`src/rtl/alu_pkg.sv`:
```
// Shared definitions for the ALU sharing controller: ALUControl codes, legality check,
// slot state encoding and the registered response bundle.
package alu_pkg;

  localparam logic [3:0] ALU_ADD = 4'b0010;
  localparam logic [3:0] ALU_SUB = 4'b0110;
  localparam logic [3:0] ALU_AND = 4'b0000;
  localparam logic [3:0] ALU_OR  = 4'b0001;
  localparam logic [3:0] ALU_SLT = 4'b0111;

  // Widest id/result any instance may need; instances use the low bits.
  localparam int RSP_ID_MAX_W   = 3;
  localparam int RSP_DATA_MAX_W = 64;

  typedef enum logic {
    SLOT_EMPTY = 1'b0,
    SLOT_FULL  = 1'b1
  } slot_state_e;

  typedef struct packed {
    logic [RSP_ID_MAX_W-1:0]   id;
    logic [RSP_DATA_MAX_W-1:0] result;
    logic                      zero;
    logic                      illegal;
  } rsp_t;

  function automatic logic is_legal_alu_ctrl(input logic [3:0] ctrl);
    return (ctrl == ALU_ADD) || (ctrl == ALU_SUB) || (ctrl == ALU_AND) ||
           (ctrl == ALU_OR)  || (ctrl == ALU_SLT);
  endfunction

endpackage

```
`src/rtl/rr_arbiter.sv`:
```
// Combinational round-robin arbiter: searches upward from ptr (wrapping), grants the first
// active request when enabled. With no grant, gnt_idx reports ptr.
module rr_arbiter #(
  parameter int N     = 2,
  parameter int IDX_W = (N > 1) ? $clog2(N) : 1
) (
  input  logic [N-1:0]     req,
  input  logic             en,
  input  logic [IDX_W-1:0] ptr,
  output logic [N-1:0]     gnt,
  output logic [IDX_W-1:0] gnt_idx
);

  logic found;
  int   j;

  always_comb begin
    gnt     = '0;
    gnt_idx = ptr;
    found   = 1'b0;
    j       = 0;
    for (int k = 0; k < N; k++) begin
      j = (int'(ptr) + k) % N;
      if (en && !found && req[IDX_W'(j)]) begin
        gnt[IDX_W'(j)] = 1'b1;
        gnt_idx        = IDX_W'(j);
        found          = 1'b1;
      end
    end
  end

endmodule

```
`src/rtl/alu_share_arbiter.sv`:
```
// Shares one combinational ALU between NUM_REQ requesters with a single registered response slot.
// Optional ALU_SHARE_ERR_EN adds rsp_illegal, flagging a captured request with an unsupported code.
//
// state      | meaning
// SLOT_EMPTY | no response held; any valid request may be granted
// SLOT_FULL  | response held; a new grant only in a cycle where rsp_ready=1
module alu_share_arbiter
  import alu_pkg::*;
#(
  parameter int NUM_REQ = 2,
  parameter int DATA_W  = 32,
  parameter int ID_W    = 1
) (
  input  logic                      clk,
  input  logic                      rst_n,
  input  logic [NUM_REQ-1:0]        req_valid,
  output logic [NUM_REQ-1:0]        req_ready,
  input  logic [4*NUM_REQ-1:0]      req_ctrl,
  input  logic [DATA_W*NUM_REQ-1:0] req_a,
  input  logic [DATA_W*NUM_REQ-1:0] req_b,
  output logic [DATA_W-1:0]         alu_a,
  output logic [DATA_W-1:0]         alu_b,
  output logic [3:0]                alu_ctrl,
  input  logic [DATA_W-1:0]         alu_result,
  input  logic                      alu_zero,
  output logic                      rsp_valid,
  input  logic                      rsp_ready,
  output logic [ID_W-1:0]           rsp_id,
`ifdef ALU_SHARE_ERR_EN
  output logic                      rsp_illegal,
`endif
  output logic [DATA_W-1:0]         rsp_result,
  output logic                      rsp_zero
);

  slot_state_e         state_q, state_d;
  logic [ID_W-1:0]     ptr_q, ptr_d, gnt_idx;
  logic [NUM_REQ-1:0]  gnt;
  logic                can_accept, grant, legal;
  rsp_t                rsp_q, rsp_d;
  logic                unused_rsp_bits;

  assign can_accept = (state_q == SLOT_EMPTY) || rsp_ready;

  // Qualify with rst_n so no requester sees ready while reset is held.
  rr_arbiter #(.N(NUM_REQ), .IDX_W(ID_W)) u_rr (
    .req     (req_valid),
    .en      (can_accept && rst_n),
    .ptr     (ptr_q),
    .gnt     (gnt),
    .gnt_idx (gnt_idx)
  );

  assign req_ready = gnt;
  assign grant     = |gnt;

  // gnt_idx falls back to the pointer, so the ALU always sees a real requester.
  always_comb begin
    alu_a    = '0;
    alu_b    = '0;
    alu_ctrl = '0;
    for (int i = 0; i < NUM_REQ; i++) begin
      if (gnt_idx == ID_W'(i)) begin
        alu_a    = req_a[i*DATA_W +: DATA_W];
        alu_b    = req_b[i*DATA_W +: DATA_W];
        alu_ctrl = req_ctrl[i*4 +: 4];
      end
    end
  end

  always_comb begin
    state_d = state_q;
    ptr_d   = ptr_q;
    legal   = is_legal_alu_ctrl(alu_ctrl);
    rsp_d   = '0;
    rsp_d.id      = RSP_ID_MAX_W'(gnt_idx);
    rsp_d.result  = legal ? RSP_DATA_MAX_W'(alu_result) : '0;
    rsp_d.zero    = legal ? alu_zero : 1'b1;
    rsp_d.illegal = !legal;
    if (grant) begin
      ptr_d = (int'(gnt_idx) == NUM_REQ - 1) ? '0 : gnt_idx + 1'b1;
    end
    case (state_q)
      SLOT_EMPTY: if (grant) state_d = SLOT_FULL;
      SLOT_FULL:  if (rsp_ready && !grant) state_d = SLOT_EMPTY;
      default:    state_d = SLOT_EMPTY;
    endcase
  end

  always_ff @(posedge clk or negedge rst_n) begin
    if (!rst_n) begin
      state_q <= SLOT_EMPTY;
      ptr_q   <= '0;
      rsp_q   <= '0;
    end else begin
      state_q <= state_d;
      ptr_q   <= ptr_d;
      if (grant) rsp_q <= rsp_d;
    end
  end

  assign rsp_valid  = (state_q == SLOT_FULL);
  assign rsp_id     = rsp_q.id[ID_W-1:0];
  assign rsp_result = rsp_q.result[DATA_W-1:0];
  assign rsp_zero   = rsp_q.zero;
`ifdef ALU_SHARE_ERR_EN
  assign rsp_illegal = rsp_q.illegal;
`endif

  // Struct bits above ID_W/DATA_W (and illegal in the default build) are don't-care.
  assign unused_rsp_bits = ^rsp_q;

endmodule

```
`config.mk`:
```
export PLATFORM = sky130hd
export DESIGN_NAME = alu_share_arbiter
export DESIGN_NICKNAME = d
export VERILOG_FILES = /design/src/rtl/alu_pkg.sv /design/src/rtl/rr_arbiter.sv /design/src/rtl/alu_share_arbiter.sv
export SDC_FILE = /design/constraint.sdc
export NUM_CORES = 1
export LEC_CHECK = 0
export ABC_AREA = 1
export CAP_MARGIN = 20
export CELL_PAD_IN_SITES_DETAIL_PLACEMENT = 1
export CELL_PAD_IN_SITES_GLOBAL_PLACEMENT = 2
export CORE_ASPECT_RATIO = 0.8
export CORE_UTILIZATION = 12
export CTS_CLUSTER_SIZE = 20
export DETAILED_ROUTE_END_ITERATION = 6
export PLACE_DENSITY_LB_ADDON = 0.1
export SETUP_SLACK_MARGIN = 0.5
export SLEW_MARGIN = 20
export SYNTH_ARGS = -nofsm -noshare
export SYNTH_HDL_FRONTEND = slang
export SYNTH_SLANG_ARGS = --single-unit
```
`constraint.sdc`:
```
create_clock -name clk -period 2 [get_ports clk]
set_clock_uncertainty 0.05 [all_clocks]
set_input_delay 0.5 -clock clk [delete_from_list [all_inputs] [get_ports clk]]
set_output_delay 0.5 -clock clk [all_outputs]
set_load 0.02 [all_outputs]
```
# ---- Word-level counts from Yosys, hierarchy flattened
# Index checks and enable logic that the tools add are counted.
dict set report totals {
  input_bits 174
  output_inout_bits 105
  wordCells 54
  ff_bits 36
}
dict set report op_classes {
  addsub 2
  n_eq_ne 4
  mux 21
  n_reduce_logical 16
  magnitude_cmp 4
  bitwise 2
}
# operator n
set op_table {}
lappend op_table {{two-way mux 32 bit} 3}
lappend op_table {{two-way mux 1 bit} 12}
lappend op_table {{== test 4 x 3 -> 1 bit (second input constant)} 2}
lappend op_table {{logical AND 1 bit} 7}
lappend op_table {{< comparator 1 x 3 -> 1 bit (second input constant)} 2}
lappend op_table {{logical OR 1 bit} 5}
lappend op_table {{== test 4 x 1 -> 1 bit (second input constant)} 1}
lappend op_table {{== test 4 x 2 -> 1 bit (second input constant)} 1}
lappend op_table {{zero test 4 bit} 1}
lappend op_table {{two-way mux 2 bit} 2}
lappend op_table {{two-way mux 4 bit} 1}
lappend op_table {{adder 1 bit (second input constant)} 2}
lappend op_table {{demux 1 bit (select 1 bit)} 2}
lappend op_table {{greater-or-equal comparator 1 bit (second input constant)} 2}
lappend op_table {{zero test 1 bit} 2}
lappend op_table {{bitwise OR 2 bit} 1}
lappend op_table {{case mux 1 bit (2 select lines)} 1}
lappend op_table {{OR reduction 2 bit} 1}
lappend op_table {{NOT 1 bit} 1}

# ---- Logic depth before layout (Yosys ltp)
# Gate-level depths: netlist of the first run.
dict set report logic_depth {
  depth_word 16
  depth_mapped 9
}

# ---- Hierarchy
# Synthesis of the first run repeated with hierarchy kept, for this count alone.
dict set report hier_totals {
  hier_cells 423
  hier_area_um2 2583.7
}
# module seq_area_each_um2 area_each_um2 cells_each instances
set by_module_without_submodules {}
lappend by_module_without_submodules {alu_share_arbiter 900.9 2558.7 418 1}
lappend by_module_without_submodules {rr_arbiter 0.0 25.0 5 1}

# ---- Worst setup path before layout of the first run
# Ideal clock, no wire load.
dict set report synth_path {
  path_type {register -> output}
  startpoint {reg ptr_q}
  endpoint {out alu_b[13]}
  slack_ps 225
  t_required_ps 1450
  path_stages_with_launch 7
  arrival_ps 1225
  path_cell_list {dfrtp_1 -> buf_6 -> inv_4 -> buf_2 -> buf_1 -> nand2_1 -> nand2_1}
}
dict set report synth_between {
  elab_chain_len 3
}
# item line_no
set synth_rtl {}
lappend synth_rtl {{from (decl)} alu_share_arbiter.sv:37} ;# logic [ID_W-1:0] ptr_q, ptr_d, gnt_idx;
lappend synth_rtl {{from (signal assigned)} alu_share_arbiter.sv:97} ;# ptr_q <= ptr_d;
lappend synth_rtl {{adder 1 bit} rr_arbiter.sv:23} ;# j = (int'(ptr) + k) % N;
lappend synth_rtl {{two-way mux 1 bit (*)} rr_arbiter.sv:24} ;# if (en && !found && req[IDX_W'(j)]) begin
lappend synth_rtl {{two-way mux 32 bit (*)} alu_share_arbiter.sv:63} ;# if (gnt_idx == ID_W'(i)) begin
lappend synth_rtl {{to (decl)} alu_share_arbiter.sv:22} ;# output logic [DATA_W-1:0] alu_b,
# Mark *: on every way between the ends. The rest lies on a longest branch, timed or not.

# ---- Final worst setup path of the first run
dict set report layout_path {
  startpoint {reg ptr_q}
  endpoint {out alu_a[29]}
}
dict set report layout_between {
  elab_chain_len 3
}
# item line_no
set layout_rtl {}
lappend layout_rtl {{adder 1 bit} rr_arbiter.sv:23}
lappend layout_rtl {{two-way mux 1 bit (*)} rr_arbiter.sv:24}
lappend layout_rtl {{two-way mux 32 bit (*)} alu_share_arbiter.sv:63}
lappend layout_rtl {{to (decl)} alu_share_arbiter.sv:21} ;# output logic [DATA_W-1:0] alu_a,
# Marks and branches as above.

==> flow_metrics.py, run 1 <==
metrics = {
    "outcome": {
        "outcome": "complete, but fails checks",
        "violations": "DRC",
    },
    "synthesis": {
        "ys_types": 17,
        "yosysSeqAreaShare_pct": 34.6,
        "synth_compound_area_share_pct": 0.818,
        "yosys-top-cells-area": "nand2_1 39%, dfrtp_1 35%, nand3_1 6.3%",
        "async_flop_share_pct": 100,
        "ys_seq_elements": 36,
        "synthCells": 454,
        "syn_nets": 628,
        "yosysTopAreaCellShare_pct": 39.4,
        "synth_most_common_cell": "nand2_1",
        "synth.yosys.warnings": 0,
        "synth_edf_count": 0,
        "synth_xor_area_share_pct": 0,
        "synth-adder-area-share_pct": 0,
        "synth_top_cells_by_count": "273 x nand2_1, 40 x inv_1, 36 x dfrtp_1",
        "synth_simple_gate_area_share_pct": 52.0,
        "avgSynthCellArea_sq_um": 5.73,
        "synth_mux_area_share_pct": 0,
        "synth.largest_area_cell": "nand2_1",
        "synth.cell_area_sq_mm": 0.00260,
        "synth_flop_cell": "dfrtp_1",
        "synth_top_family_by_area": "simple AND/OR/NAND/NOR gates",
    },
    "sta": {
        "finalCriticalPeriod_ns": 1.95,
        "finalCritPeriodShare_pct": 97.7,
        "setup_tns_ns": 0,
        "maxClockFrequency_mhz": 512,
        "hold_viol": 0,
        "hold_ws_ns": 0.306,
        "tightestPinTransition_ns": 0.516,
        "finalSetupViolCount": 0,
        "slew_viol_final": 0,
        "grt_setup_unrepaired": "true",
        "layout_setup_ws_ns": 0.0457,
        "slew_headroom_pct": 65.6,
    },
    "detailed_routing": {
        "wire_per_inst_um": 16.4,
        "ant_nets": 0,
        "vias": 3855,
        "drtIter0Drc": 141,
        "via_per_inst": 3.81,
        "wl_mm": 16.6,
        "firstDrtPassIters": 6,
        "drc_errors": 24,
    },
    "clocking": {
        "worstSkewPairLatency_ns": 0.28,
        "cts.htree.levels": 2,
        "cts_tree": "done",
        "cts_buffers": 5,
        "cts-hold-fix-buffers": 0,
        "cts_buffer_depth": 2,
        "cts_root_buffer": "clkbuf_16",
        "cts.sinks": 36,
        "path_clk_slew_ns": 0.06,
    },
    "critical_path": {
        "crit_fanout": 14,
        "cp-end-kind": "primary output",
        "critical_path_class": "reg2out",
        "ff2ff_path_depth": 11,
        "timing.rr.end": "rsp_result[24]",
        "reg2reg_from": "ptr_q",
        "worstPathArrival_ns": 1.40,
        "crit_path_start": "ptr_q",
        "start_kind": "flip-flop",
        "required_ns": 1.45,
        "ff2ff_setup_slack_ns": 0.14,
        "endpoint": "alu_a[29]",
    },
    "layout": {
        "antenna_cells": 0,
        "area.growth.synth_to_final_pct": 163,
        "fillers": 2478,
        "regArea_sq_um": 902,
        "layout.cells.non_filler": 1013,
        "nets": 917,
        "multiInputGateArea_sq_mm": 0.00183,
        "layout-drive-gt1-share_pct": 32.4,
    },
    "global_routing": {
        "grt_util_all_layers_pct": 14.9,
        "antenna_found_initial": 0,
        "grt_max_degree": 69,
        "first_global_vias": 4109,
        "grt.overflow.total": 0,
        "grt_pass1_wl_mm": 25.5,
    },
    "floorplanning": {
        "dieHeight_um": 134,
        "die_x_um": 167,
        "core_area_sq_mm": 0.0210,
        "fp.dieArea_sq_mm": 0.0223,
        "num_rows": 47,
        "pin_count": 279,
        "start_util_pct": 12.4,
    },
    "placed_design": {
        "numPortBuffers": 276,
        "pre_cts_ws_ns": -0.484,
        "gp_congestion": 0.731,
        "dp_hpwl_mm": 12.3,
        "placed_cells_incl_taps": 989,
    },
    "power": {
        "cellLeakagePower_nw": 4.12,
        "power_per_cell_area_mw_per_mm2": 347,
        "ir_worst_vdd_mv": 0.298,
    },
    "min_path": {
        "hp-class": "in2async",
    },
    "run": {
        "maxCapViolations": 0,
    },
}
-- metal layers --
metal  wire length [um]  part of all wire, %  up-vias  track usage, %
li1                   -                    -     1912               -
met1               6830                   41     1801            18.4
met2               8440                   51      137            27.0
met3               1200                  7.3        5            3.00
met4                 96                 0.58        0            2.31
met5                  0                    0        -               0
-- sequential cells by signal, indices dropped and copies added (netlist names) --
name / cells
rsp_id: 1
rsp_result: 32
ptr_q: 1
rsp_zero: 1
rsp_valid: 1
-- how the worst min path moves through the flow --
| stage | start | to | slack, ns | cells after the start |
|---|---|---|---|---|
| after global routing | rst_n | rsp_result[8] | 0.37 | 2 |
| after CTS | rst_n | rsp_result[13] | 0.36 | 2 |
| after floorplan | rst_n | ptr_q | 0.15 | 0 |
| final | rst_n | rsp_result[8] | 0.31 | 2 |
| after detailed placement | rsp_result[6] | rsp_result[6] | 0.41 | 2 |
| after global placement | rsp_id | rsp_id | 0.41 | 2 |
-- stage by stage --
stage	cell area [sq um]	power [W]	utilization, %
after floorplan	2870	0.000974	-
after global placement	5940	0.00151	28.3
after detailed placement	5940	0.00152	28.3
after CTS	6550	0.00240	31.2
after global routing	6850	0.00249	32.6
final	6850	0.00238	32.6
-- placed cells by master (no fill, tap or decap), drive strengths merged --
| master | n |
|---|---|
| nand2 | 275 |
| clkdlybuf4s50 | 171 |
| buf | 103 |
| inv | 42 |
| dfrtp | 36 |
| dlymetal6s2s | 35 |
| nand3 | 35 |
| nor2 | 33 |
| clkbuf | 8 |
| clkinv | 2 |
| o21ai | 1 |
| a21oi | 1 |
| or2 | 1 |
| conb | 1 |
-- cell families after synthesis --
family | after synthesis
simple gates | 344
compound gates | 2
other cells | 1
flops | 36
buf+inv | 71
-- layout make-up --
type / count / share of cell area [%]
clock buffers: 6 / 2.03
clock inverters: 2 / 0.201
inverters: 41 / 2.63
multi-input cells: 347 / 26.8
flip-flops and latches: 36 / 13.2
well taps: 269 / 4.91
repair buffers: 311 / 50.1
repair inverters: 1 / 0.237
-- repair_timing --
action,CTS,global route
pin swaps,8,11
hold endpoints to repair,0,0
buffers inserted,5,0
endpoints found under the setup margin,140,140
gates resized for setup,418,89
cloned,10,1
-- power breakdown --
part           internal, W  switching (W)
combinational     0.000498       0.000323
clock             0.000498       0.000328
sequential        0.000728              0
-- worst max-delay path: stages (launching register included) --
cell,delay (ns)
dfrtp_2,0.43
buf_12,0.16
clkinv_16,0.07
buf_16,0.17
nand2_1,0.09
nand2_2,0.06
buf_4,0.13
(Power assumes the default switching activity.)
==> run 2, diff against run 1 <==
--- a/config.mk
+++ b/config.mk
@@ -11,6 +11,7 @@
 export CELL_PAD_IN_SITES_GLOBAL_PLACEMENT = 2
 export CORE_ASPECT_RATIO = 0.8
 export CORE_UTILIZATION = 12
+export CTS_CLUSTER_DIAMETER = 150
 export CTS_CLUSTER_SIZE = 20
 export DETAILED_ROUTE_END_ITERATION = 6
 export PLACE_DENSITY_LB_ADDON = 0.1
==> results of run 2 <==
The final DEF is identical to that of run 1; final timing and power are the same.
